==> config.mk <==
export PLATFORM = sky130hd
export DESIGN_NAME = hamming_encode_pipe
export DESIGN_NICKNAME = d
export VERILOG_FILES = /design/src/rtl/hamming_encode_pipe.sv
export SDC_FILE = /design/constraint.sdc
export NUM_CORES = 1
export LEC_CHECK = 0
export CORE_UTILIZATION = 45
export CTS_CLUSTER_SIZE = 14
export DETAILED_ROUTE_END_ITERATION = 12
export HOLD_SLACK_MARGIN = 0.02
export PLACE_DENSITY_LB_ADDON = 0.1
export SYNTH_ARGS = -nofsm -noshare
export SYNTH_HDL_FRONTEND = slang
export SYNTH_SLANG_ARGS = --single-unit
==> constraint.sdc <==
create_clock -name clk_i -period 3.19 [get_ports clk_i]
set_clock_uncertainty 0.05 [all_clocks]
set_input_delay 0.319 -clock clk_i [delete_from_list [all_inputs] [get_ports clk_i]]
set_output_delay 0.319 -clock clk_i [all_outputs]
set_load 0.005 [all_outputs]
==> src/rtl/hamming_encode_pipe.sv <==
// Two-stage pipelined Hamming/SECDED encoder with valid/ready on both sides.
// Ports: clk_i/rst_i, in_valid_i/in_ready_o/data_i/inject_i/inject_pos_i,
//        out_valid_o/out_ready_i/code_o, sent_cnt_o (saturating delivery count).
module hamming_encode_pipe #(
  parameter  int DATA_WIDTH = 32,
  parameter  int SECDED     = 1,
  parameter  int INJECT_EN  = 1,
  parameter  int CNT_WIDTH  = 16,
  // smallest r with 2^r >= DATA_WIDTH + r + 1
  localparam int ADDR_WIDTH =
    $clog2(DATA_WIDTH + 1 + $clog2(DATA_WIDTH + 1)),
  localparam int CODE_WIDTH = DATA_WIDTH + ADDR_WIDTH + 1,
  localparam int POS_WIDTH  = $clog2(CODE_WIDTH)
) (
  input  logic                  clk_i,
  input  logic                  rst_i,
  input  logic                  in_valid_i,
  output logic                  in_ready_o,
  input  logic [DATA_WIDTH-1:0] data_i,
  input  logic                  inject_i,
  input  logic [POS_WIDTH-1:0]  inject_pos_i,
  output logic                  out_valid_o,
  input  logic                  out_ready_i,
  output logic [CODE_WIDTH-1:0] code_o,
  output logic [CNT_WIDTH-1:0]  sent_cnt_o
);

  logic                  s1_valid_q, s1_valid_d;
  logic [CODE_WIDTH-1:0] s1_word_q, s1_word_d;
  logic                  s1_inj_q, s1_inj_d;
  logic [POS_WIDTH-1:0]  s1_pos_q, s1_pos_d;

  logic                  s2_valid_q, s2_valid_d;
  logic [CODE_WIDTH-1:0] s2_code_q, s2_code_d;

  logic [CNT_WIDTH-1:0]  cnt_q, cnt_d;

  logic                  s1_adv, s2_adv;
  logic                  deliver;
  logic [CODE_WIDTH-1:0] packed_w;
  logic [CODE_WIDTH-1:0] enc_w;

  assign s2_adv  = !s2_valid_q || out_ready_i;
  assign s1_adv  = !s1_valid_q || s2_adv;
  assign deliver = s2_valid_q && out_ready_i;

  // Data bits fill the non-power-of-two positions in ascending order.
  always_comb begin
    int k;
    packed_w = '0;
    k        = 0;
    for (int p = 1; p < CODE_WIDTH; p++) begin
      if ((p & (p - 1)) != 0) begin
        packed_w[p] = data_i[k];
        k           = k + 1;
      end
    end
  end

  // Parity positions are zero in the captured word, so each parity bit
  // can be taken over the full covered set without excluding itself.
  always_comb begin
    logic par;
    enc_w = s1_word_q;
    for (int i = 0; i < ADDR_WIDTH; i++) begin
      par = 1'b0;
      for (int p = 1; p < CODE_WIDTH; p++) begin
        if (((p >> i) & 1) != 0) par = par ^ s1_word_q[p];
      end
      enc_w[1 << i] = par;
    end
    if (SECDED != 0) enc_w[0] = ^enc_w[CODE_WIDTH-1:1];
    if ((INJECT_EN != 0) && s1_inj_q &&
        (int'(s1_pos_q) < CODE_WIDTH)) begin
      enc_w[s1_pos_q] = ~enc_w[s1_pos_q];
    end
  end

  always_comb begin
    s1_valid_d = s1_valid_q;
    s1_word_d  = s1_word_q;
    s1_inj_d   = s1_inj_q;
    s1_pos_d   = s1_pos_q;
    if (s1_adv) begin
      s1_valid_d = in_valid_i;
      if (in_valid_i) begin
        s1_word_d = packed_w;
        s1_inj_d  = inject_i;
        s1_pos_d  = inject_pos_i;
      end
    end
  end

  always_comb begin
    s2_valid_d = s2_valid_q;
    s2_code_d  = s2_code_q;
    if (s2_adv) begin
      s2_valid_d = s1_valid_q;
      if (s1_valid_q) s2_code_d = enc_w;
    end
  end

  always_comb begin
    cnt_d = cnt_q;
    if (deliver && (cnt_q != {CNT_WIDTH{1'b1}})) cnt_d = cnt_q + 1'b1;
  end

  always_ff @(posedge clk_i or posedge rst_i) begin
    if (rst_i) begin
      s1_valid_q <= 1'b0;
      s1_word_q  <= '0;
      s1_inj_q   <= 1'b0;
      s1_pos_q   <= '0;
      s2_valid_q <= 1'b0;
      s2_code_q  <= '0;
      cnt_q      <= '0;
    end else begin
      s1_valid_q <= s1_valid_d;
      s1_word_q  <= s1_word_d;
      s1_inj_q   <= s1_inj_d;
      s1_pos_q   <= s1_pos_d;
      s2_valid_q <= s2_valid_d;
      s2_code_q  <= s2_code_d;
      cnt_q      <= cnt_d;
    end
  end

  assign in_ready_o  = s1_adv;
  assign out_valid_o = s2_valid_q;
  assign code_o      = s2_code_q;
  assign sent_cnt_o  = cnt_q;

endmodule
==> PnR_summary.wiki <==
{| class="wikitable"
! Metric !! Value
|-
| Result of the run || finished with violations
|-
| Failing checks || DRC
|-
| Number of buffers added on ports || 99
|-
| Post-Synthesis Cells || 528
|-
| Initial Utilization || 46.9%
|-
| Fraction of synthesized area in multiplexers || 11.5%
|-
| DIE AREA || 0.0125 mm²
|-
| Longest Clk Path Bufs || 2
|-
| Internal Pwr Total || 0.00352 W
|-
| Number of global-route vias before repair || 4274
|-
| Adder and majority cell fraction of the synthesized area || 0.231%
|-
| Endpoint type of the worst setup path || flop
|-
| Insertion delay to the later sink of the worst-skew pair || 0.36 ns
|-
| Crit path max fanout || 10
|-
| Number of maximum-capacitance constraint violations || 0
|-
| LEAKAGE || 2.79 nW
|-
| Worst slew margin relative to its limit || 35.1%
|-
| First-iteration detailed-routing DRC count || 474
|-
| Shortest clock period the worst path allows after layout || 2.89 ns
|-
| Post-Layout Cell Count || 772
|-
| Global-route wire length before repair || 23400 µm
|-
| Number of optimization iterations in the first detailed-route pass || 9
|-
| Number of antenna violations at the first check in global routing || 0
|-
| Power per Cell Area || 783 mW/mm²
|-
| Final number of setup-violating endpoints || 0
|-
| Min-Delay Path Class || input pin to async pin
|-
| Post-synthesis cell type count || 52
|-
| Clock sink total || 96
|-
| Cell at the root of the clock tree || clkbuf_16
|-
| Final hold vios || 0
|-
| Fraction of synthesis flops using an asynchronous set or reset pin || 100%
|-
| Count of unresolved DRC violations after routing || 9
|-
| ANT nets after route || 0
|-
| Fraction of the mapped netlist area in compound gates || 11.7%
|-
| GRT Resource Usage Total || 24.7%
|-
| Total number of nets in the final design || 668
|-
| Primary FF master, synth || dfrtp_1
|-
| CTS tree || done
|-
| Flip-flop and latch count after synthesis || 96
|-
| Max Clock Freq || 346 MHz
|-
| Crit share post-route || 90.7%
|-
| Arrival time of the worst setup path || 3.03 ns
|-
| Std-Cell Core Area || 0.0116 mm²
|-
| Diode count || 0
|-
| Placer Congestion || 0.909
|-
| Routed Wire Length || 14500 µm
|-
| # hold bufs at CTS || 0
|-
| Fraction of layout cells with a size suffix above 1 || 14.0%
|-
| Chip height || 112 µm
|-
| Final WS setup || 0.298 ns
|-
| Count of buffers added by post-CTS timing repair for setup || 0
|-
| Number of placement rows || 39
|-
| Detailed placement HPWL || 10500 µm
|-
| Vias per std cell || 5.58
|-
| CP required || 3.33 ns
|-
| Max VDD drop || 396 µV
|-
| Xor/xnor share of the synthesized area || 14.8%
|-
| Area Growth Syn to Fin || 27.5%
|-
| Comb pwr share || 46.8%
|-
| Power share of the sequential group || 32.5%
|-
| Average wire per cell in the routed design || 18.8 µm
|-
| Largest family of logic cells by synthesized area || XOR/XNOR gates
|-
| Net Count, Synth || 572
|-
| Final Slew Violations || 0
|-
| Worst reg2reg startpoint || s1_word_q[24]
|-
| Total I/O pin count || 100
|-
| Cts bufs inserted || 9
|-
| Count of flip-flops with a built-in enable after synthesis || 0
|-
| End of the worst register-to-register path || code_o[25]
|-
| Level count of the clock H-tree || 3
|-
| Worst setup timing slack at the placement stage || 0.350 ns
|-
| Clock power share || 20.6%
|-
| Quantity of gates resized following cts || 0
|-
| Mean area per synthesized cell || 10.3 µm²
|-
| Critical path start-end classification || flop to flop
|-
| Mapped Area || 0.00542 mm²
|-
| Register-to-register setup slack || 0.30 ns
|-
| Sequential element share of the synthesized area || 44.3%
|-
| Simple-gate area share of the yosys netlist || 14.7%
|-
| Worst Max-Slew Pin Slew || 0.971 ns
|-
| Pin count of the biggest net entering global routing || 58
|-
| Worst Hold Slack || 0.320 ns
|-
| Unrepaired setup endpoints after global routing || no
|-
| Clk slew on worst S/H paths || 0.07 ns
|-
| Proportion of total power due to net switching || 35.0%
|-
| Post-placement cell count || 756
|-
| Count of vias placed by the detailed router || 4304
|-
| Worst-case reg-to-reg path depth || 8
|-
| Remaining Overflow, GRT || 0
|-
| Reported net switching power || 0.00189 W
|-
| Setup crit start kind || flop
|-
| Post-Route Setup TNS || 0 ns
|-
| Count of warnings emitted by yosys || 0
|-
| Overall die width || 112 µm
|}
flip-flops by register name, indices dropped and copies added, names as in the netlist:
name         cells
code_o          39
s1_word_q       32
sent_cnt_o      16
s1_pos_q         6
out_valid_o      1
s1_inj_q         1
s1_valid_q       1
metal layers:
layer	track usage, %	share of wire, %	up-vias
li1	-	-	2043
met4	7.66	1.8	0
met1	35.2	45	2067
met3	5.82	8.1	26
met2	37.2	45	168
met5	0	0	-
metrics by stage:
step	total power (W)	instance area [µm²]	util, %
5_1_grt	0.00573	6910	59.7
4_1_cts	0.00542	6910	59.7
3_5_place_dp	0.00429	6600	57.1
6_report	0.00541	6910	59.7
2_1_floorplan	0.00344	5420	-
3_3_place_gp	0.00427	6600	57.1
cells in the final DEF (no fill, tap or decap), types with 9 or more instances in the layout:
cell type and n:
clkbuf_16 9, a31oi_1 16, clkdlybuf4s50_1 99, xnor2_1 37, xnor3_1 12, nor2_1 65
mux2_2 41, nand2_1 36, dfrtp_1 96, o21ai_0 62, buf_4 17, xor2_1 16
nand3_1 22, mux2i_1 14
critical path, cell delays in order, from the launching register on:
cell,delay [ns]
dfrtp_1,0.41
xnor3_1,0.47
xnor2_2,0.26
xnor3_2,0.52
a2111oi_4,0.42
buf_4,0.22
o21ai_0,0.11
o21ai_0,0.13
o21ai_0,0.13
final cells by class:
type                    instances  area (µm²)
clock buffers                  10         239
clock inverters                 6        67.6
fillers                      1022        4660
inverters                       3        12.5
multi-input cells             397        2870
flip-flops and latches         96        2400
well taps                     143         179
repair buffers                117        1140
power by group through the flow:
stage / Clock (W) / Combinational (W) / Sequential [W]
2_1_floorplan: 0 / 0.00174 / 0.00169
3_3_place_gp: 0 / 0.00250 / 0.00177
3_5_place_dp: 0 / 0.00252 / 0.00178
4_1_cts: 0.00114 / 0.00253 / 0.00176
5_1_grt: 0.00119 / 0.00274 / 0.00180
6_report: 0.00112 / 0.00253 / 0.00176
logic make-up (layout without fill, tap and decap cells):
group / count (synthesis) / after routing
simple gates: 168 / 168
compound gates: 104 / 104
flops: 96 / 96
mux: 56 / 56
buf+inv: 35 / 136
xor+xnor: 68 / 68
fa+ha+maj: 1 / 1
synthesized netlist by cell type (12+ instances only):
master | number | area share [%]
mux2i_1 | 14 | 2.6
o21ai_0 | 62 | 5.7
mux2_2 | 41 | 8.5
a31oi_1 | 16 | 1.8
clkbuf_1 | 23 | 1.6
xnor2_1 | 37 | 6.0
dfrtp_1 | 96 | 44
xnor3_1 | 12 | 5.0
nor2_1 | 65 | 4.5
nand2_1 | 36 | 2.5
nand3_1 | 22 | 2.0
xor2_1 | 16 | 2.6
worst max path at each step:
| stage | to | slack [ns] | cells after the start | start |
|---|---|---|---|---|
| final | code_o[25] | 0.30 | 8 | s1_word_q[24] |
| after global routing | code_o[2] | 0.07 | 7 | s1_word_q[15] |
| after CTS | code_o[25] | 0.32 | 8 | s1_word_q[24] |
| after detailed placement | code_o[2] | 0.35 | 7 | s1_word_q[15] |
| after global placement | code_o[2] | 0.40 | 7 | s1_word_q[15] |
| after floorplan | code_o[0] | 0.32 | 1 | rst_i |
Note: power is estimated with default switching activity, not from simulation.
